==> src/rtl/cla_multiword_adder_pkg.sv <==
// Shared definitions for the multi-word carry-lookahead adder: limb width,
// controller state encoding and the 4-bit lookahead carry helper.
package cla_multiword_adder_pkg;

  localparam int CLA_LIMB_W = 16;

  // Controller states. Only three of the four encodings are used; the
  // controller sends the spare one back to IDLE.
  typedef enum logic [1:0] {
    ST_IDLE = 2'd0,
    ST_RUN  = 2'd1,
    ST_DONE = 2'd2
  } state_t;

  // Fully expanded 4-bit lookahead. c[0] is the incoming carry; c[4] is the
  // carry out of the group. When c0 is 0, c[4] is the group generate.
  function automatic logic [4:0] cla_lookahead4(input logic [3:0] g,
                                                input logic [3:0] p,
                                                input logic       c0);
    logic [4:0] c;
    c[0] = c0;
    c[1] = g[0] | (p[0] & c0);
    c[2] = g[1] | (p[1] & g[0]) | (p[1] & p[0] & c0);
    c[3] = g[2] | (p[2] & g[1]) | (p[2] & p[1] & g[0])
         | (p[2] & p[1] & p[0] & c0);
    c[4] = g[3] | (p[3] & g[2]) | (p[3] & p[2] & g[1])
         | (p[3] & p[2] & p[1] & g[0]) | (p[3] & p[2] & p[1] & p[0] & c0);
    return c;
  endfunction

endpackage

==> src/rtl/cla_adder16.sv <==
// 16-bit two-level carry-lookahead adder: four 4-bit groups, with group
// generate/propagate combined by a second lookahead stage. Purely combinational.
module cla_adder16
  import cla_multiword_adder_pkg::*;
(
  output logic [15:0] sum,
  output logic        carry_out,
  input  logic [15:0] a,
  input  logic [15:0] b,
  input  logic        carry_in
);

  logic [15:0] w_g;
  logic [15:0] w_p;
  logic [15:0] w_c;
  logic [3:0]  w_bg;
  logic [3:0]  w_bp;
  logic [4:0]  w_bc;

  // Bit generate/propagate, group lookahead, then per-bit carries and sum.
  always_comb begin
    logic [4:0] t;
    // NOTE: every variable here is assigned before any conditional use, so the
    // block stays purely combinational and no latch is inferred.
    t    = '0;
    w_g  = a & b;
    w_p  = a ^ b;
    w_bg = '0;
    w_bp = '0;
    w_c  = '0;
    for (int k = 0; k < 4; k++) begin
      t       = cla_lookahead4(w_g[4*k +: 4], w_p[4*k +: 4], 1'b0);
      w_bg[k] = t[4];
      w_bp[k] = &w_p[4*k +: 4];
    end
    w_bc = cla_lookahead4(w_bg, w_bp, carry_in);
    for (int k = 0; k < 4; k++) begin
      t              = cla_lookahead4(w_g[4*k +: 4], w_p[4*k +: 4], w_bc[k]);
      w_c[4*k +: 4]  = t[3:0];
    end
    sum       = w_p ^ w_c;
    carry_out = w_bc[4];
  end

endmodule

==> src/rtl/cla_multiword_adder.sv <==
// Sequential wide adder: one cla_adder16 is reused across WORDS limbs, LSB
// limb first, with the inter-limb carry held in a register. Valid/ready
// handshakes on the operand and result sides; one transaction at a time.
module cla_multiword_adder
  import cla_multiword_adder_pkg::*;
#(
  parameter int WORDS = 4,
  parameter int IDXW  = 4
) (
  input  logic                        clk,
  input  logic                        rst_n,
  input  logic                        in_valid,
  output logic                        in_ready,
  input  logic [CLA_LIMB_W*WORDS-1:0] a,
  input  logic [CLA_LIMB_W*WORDS-1:0] b,
  input  logic                        carry_in,
  output logic                        out_valid,
  input  logic                        out_ready,
  output logic [CLA_LIMB_W*WORDS-1:0] sum,
  output logic                        carry_out,
  output logic                        busy
);

  localparam int              W        = CLA_LIMB_W * WORDS;
  localparam int              LIMB_LSB = $clog2(CLA_LIMB_W);
  localparam logic [IDXW-1:0] LAST_IDX = IDXW'(WORDS - 1);

  state_t                   r_state;
  state_t                   w_state_next;
  logic [IDXW-1:0]          r_idx;
  logic                     r_carry;
  logic [W-1:0]             r_a;
  logic [W-1:0]             r_b;
  logic [W-1:0]             r_sum;
  logic                     r_carry_out;

  logic [IDXW+LIMB_LSB-1:0] w_base;
  logic [CLA_LIMB_W-1:0]    w_limb_a;
  logic [CLA_LIMB_W-1:0]    w_limb_b;
  logic [CLA_LIMB_W-1:0]    w_limb_sum;
  logic                     w_limb_cout;
  logic                     w_accept;
  logic                     w_retire;
  logic                     w_last;

  assign in_ready  = (r_state == ST_IDLE);
  assign out_valid = (r_state == ST_DONE);
  assign busy      = (r_state == ST_RUN) || (r_state == ST_DONE);
  assign sum       = r_sum;
  assign carry_out = r_carry_out;

  assign w_accept  = in_valid && in_ready;
  assign w_retire  = out_valid && out_ready;
  assign w_last    = (r_idx == LAST_IDX);

  // Bit offset of the current limb; limbs are a power-of-two wide.
  assign w_base    = {r_idx, {LIMB_LSB{1'b0}}};
  assign w_limb_a  = r_a[w_base +: CLA_LIMB_W];
  assign w_limb_b  = r_b[w_base +: CLA_LIMB_W];

  cla_adder16 u_cla_adder16 (
    .sum       (w_limb_sum),
    .carry_out (w_limb_cout),
    .a         (w_limb_a),
    .b         (w_limb_b),
    .carry_in  (r_carry)
  );

  // Controller state register.
  always_ff @(posedge clk or negedge rst_n) begin
    // NOTE: clocked state uses non-blocking assignments so every register
    // samples pre-edge values, independent of block evaluation order.
    if (!rst_n) r_state <= ST_IDLE;
    else        r_state <= w_state_next;
  end

  // Next-state logic: accept in IDLE, one limb per cycle in RUN, hold in DONE.
  always_comb begin
    w_state_next = r_state;
    unique case (r_state)
      ST_IDLE: if (w_accept) w_state_next = ST_RUN;
      ST_RUN:  if (w_last)   w_state_next = ST_DONE;
      ST_DONE: if (w_retire) w_state_next = ST_IDLE;
      default:               w_state_next = ST_IDLE;
    endcase
  end

  // Datapath: operand capture, per-limb sum write-back and carry chaining.
  always_ff @(posedge clk or negedge rst_n) begin
    if (!rst_n) begin
      // NOTE: operand and result registers are cleared too, so an aborted
      // transaction leaves no stale sum or carry visible after reset.
      r_idx       <= '0;
      r_carry     <= 1'b0;
      r_a         <= '0;
      r_b         <= '0;
      r_sum       <= '0;
      r_carry_out <= 1'b0;
    end else begin
      case (r_state)
        ST_IDLE: begin
          if (w_accept) begin
            r_a     <= a;
            r_b     <= b;
            r_carry <= carry_in;
            r_idx   <= '0;
          end
        end
        ST_RUN: begin
          r_sum[w_base +: CLA_LIMB_W] <= w_limb_sum;
          r_carry                     <= w_limb_cout;
          r_idx                       <= r_idx + IDXW'(1);
          if (w_last) r_carry_out <= w_limb_cout;
        end
        default: ;
      endcase
    end
  end

endmodule

==> config.mk <==
export PLATFORM = sky130hd
export DESIGN_NAME = cla_multiword_adder
export DESIGN_NICKNAME = d
export VERILOG_FILES = /design/src/rtl/cla_multiword_adder_pkg.sv /design/src/rtl/cla_adder16.sv /design/src/rtl/cla_multiword_adder.sv
export SDC_FILE = /design/constraint.sdc
export NUM_CORES = 1
export LEC_CHECK = 0
export CAP_MARGIN = 30
export CORE_MARGIN = 2
export CORE_UTILIZATION = 55
export CTS_CLUSTER_DIAMETER = 40
export CTS_CLUSTER_SIZE = 24
export DETAILED_ROUTE_END_ITERATION = 8
export GPL_TIMING_DRIVEN = 0
export PLACE_DENSITY = 0.95
export SLEW_MARGIN = 20
export SYNTH_ARGS = -nofsm -noshare
export SYNTH_HDL_FRONTEND = slang
export SYNTH_SLANG_ARGS = --single-unit
==> constraint.sdc <==
create_clock -name clk -period 9.7 [get_ports clk]
set_input_delay 1.455 -clock clk [delete_from_list [all_inputs] [get_ports clk]]
set_output_delay 1.455 -clock clk [all_outputs]
set_load 0.05 [all_outputs]
==> impl_metrics.ini <==
[floorplanning]
start_util_pct = 56.21
core_region_area_mm2 = 0.01658
ioPinCount = 201
dieArea_mm2 = 0.01801
die_height_um = 134.2
die_x_um = 134.2
rows = 47

[synthesis]
synth_compound_area_share_pct = 4.483
synth.yosys.seq_area_share_pct = 53.69
synthCells = 695
ys_top_cells_by_count = dfrtp_1, mux2_2, nand2_1
synth.largest_area_cell = dfrtp_1
synthMuxAreaShare_pct = 28.20
syn-num-nets = 853
synth-simple-area-share_pct = 6.416
synth-xor-area-share_pct = 1.128
synth_cell_type_count = 41
postSynthAreaPerCell_um2 = 13.41
synth.most_common_cell = dfrtp_1
syn-cell-area_mm2 = 0.009321
yosys_warnings = 0
async_flop_share_pct = 100.0
yosysTopAreaCellShare_pct = 53.69
yosys-top-cells-area = dfrtp_1, mux2_2, mux4_2
synth-seq-cells = 200
synth_top_family_by_area = multiplexers
synthAdderAreaFrac_pct = 3.678
synth_edf_count = 0
synth_flop_cell = dfrtp_1

[sta]
max_freq_ghz = 0.2011
min_period_ps = 4973
period_share_pct = 51.27
max_slew_margin_pct = 35.93
timing.final.ws_setup_ps = 4727
hold_ws_ps = 485.9
finalHoldViolCount = 0
drv_slew = 0
finalSetupViolations = 0
tightest_slew_ps = 961.0
rsz0062_at_grt = false
finClkSkew_ps = 6.893

[run]
maxCapViolations = 0

[detailed_routing]
viasPerCell = 5.752
route.detailed.drc = 0
antenna_left = 0
routed_wl_um = 24200
vias = 6609
first_iter_violations = 360
routedWlPerCell_um = 21.06
drt-pass1-iter-count = 4

[worst_setup_path]
max_stage_delay_ps = 550
crit_arrival_ps = 5300
crit_chain = clkbuf_1 -> clkbuf_1 -> buf_2 -> mux4_2 -> and2_1 -> ha_1 -> a21oi_1 -> o21ai_0 -> a21oi_1 -> nand2_1 -> fa_1 -> xnor2_1 -> nor2_1 -> mux2_2
startpoint_type = register
critPathKind = reg -> reg
cp_data_required_time_ps = 10020
cp_max_fo = 10
critPathSlowestCell = clkbuf_1
critPathCaptureType = register

[cells_and_area]
areaGrowthSynthToFinish_pct = 31.14
final_nets = 1074
design_area_mm2 = 0.01222
fill_cells = 1081
regArea_mm2 = 0.005005
drive_above_1_share_pct = 26.16
multiInputGateArea_mm2 = 0.004093
postLayoutCoreUtil_pct = 73.71
diodes = 0

[placed_design]
dpl.hpwl_um = 18080
port-buffer-count = 200
gp_congestion = 0.9140
placed_area_mm2 = 0.01163
place_ws_ps = 4825

[global_route]
grt_pass1_vias = 6927
grt_overflow_total = 0
grtUsageTotal_pct = 28.19
grt_pass1_wl_um = 37860
grt_max_degree = 102
antenna_found_initial = 0

[clock_network]
holdBufCountCts = 0
root_buffer = clkbuf_16
cts_sinks = 200
cts_tree = done
clock_latency_ps = 430
cts_buffer_depth = 2
cts_resized = 0
clk_pin_slew_worst_paths_ps = 70
cts_buffers = 17
post_cts_buffers = 0
h-tree-depth = 4

[worst_hold_path]
min_path_type = reg -> reg

[status]
status = complete, no violations
final timing paths:
| kind | start | to | slack (ps) | cells past startpoint |
|---|---|---|---|---|
| max in group asynchronous | rst_n | r_b[35] | 7710 | 2 |
| setup reg to reg | r_idx[1] | sum[29] | 4730 | 14 |
| hold / removal | sum[28] | sum[28] | 490 | 2 |
| hold reg to reg | sum[28] | sum[28] | 490 | 2 |
| min in group asynchronous | rst_n | sum[14] | 1050 | 1 |
| setup / recovery | r_idx[1] | sum[29] | 4730 | 14 |
kinds of logic after synthesis:
group / after synthesis
xor gates and xnor gates: 12
AOI/OAI and AO/OA: 73
adders and majority gates: 25
DFF: 200
and+or+nand+nor: 123
buffers and inverters: 55
muxes: 207
worst max-delay path: cells and delay by family, from the launching register on:
family                     cells  cell delay (ps)
AOI/OAI and AO/OA              3              930
xor gates and xnor gates       1              330
adders and majority gates      2              790
buffers and inverters          3             1310
DFF                            1              350
muxes                          2              700
and+or+nand+nor                3              450
per-stage QoR:
step | cells | TNS [ps]
2_1_floorplan | 695 | 0
3_3_place_gp | 1115 | -166770
3_5_place_dp | 1116 | 0
4_1_cts | 1148 | 0
5_1_grt | 1149 | 0
6_report | 1149 | 0
layout by cell type, fill, tap and decap left out, drive strengths merged, types with 2 or more instances in the layout:
cell / instances
o21bai: 2
ha: 21
mux2: 173
nor2b: 4
dfrtp: 200
and3: 2
nor3: 8
and2: 28
nand3: 7
a21o: 2
a21oi: 15
xnor2: 5
buf: 14
clkdlybuf4s50: 199
nand3b: 2
nand4: 2
clkinv: 2
nand2b: 3
fa: 4
xor2: 7
inv: 22
clkbuf: 50
mux4: 26
mux2i: 8
a31oi: 2
o21ai: 38
nor2: 14
o31ai: 6
o211ai: 3
nand2: 51
cell type report:
cell class | instances | share of cell area, %
sequential | 200 | 40.94
multi-input combinational | 440 | 33.48
timing repair buffer | 202 | 16.73
clock buffer | 22 | 3.879
tap | 220 | 2.252
buffer | 39 | 1.341
clock inverter | 10 | 0.8802
inverter | 16 | 0.4913
flip-flops by register name, summed over array words and instances, names as in the netlist:
name       count
r_a           64
r_b           64
sum           64
r_idx          4
r_state        2
carry_out      1
r_carry        1
layer usage:
layer | share of wire (%) | GRT usage [%] | vias up
met5 | 0 | 0 | -
met4 | 2.4 | 10.12 | 0
met3 | 5.8 | 5.745 | 39
met2 | 51 | 47.87 | 290
met1 | 41 | 36.23 | 3360
li1 | - | - | 2920
Power is left out: the tool's default activity adds up to more than one toggle a clock period on the data nets, which glitch-free logic cannot reach.
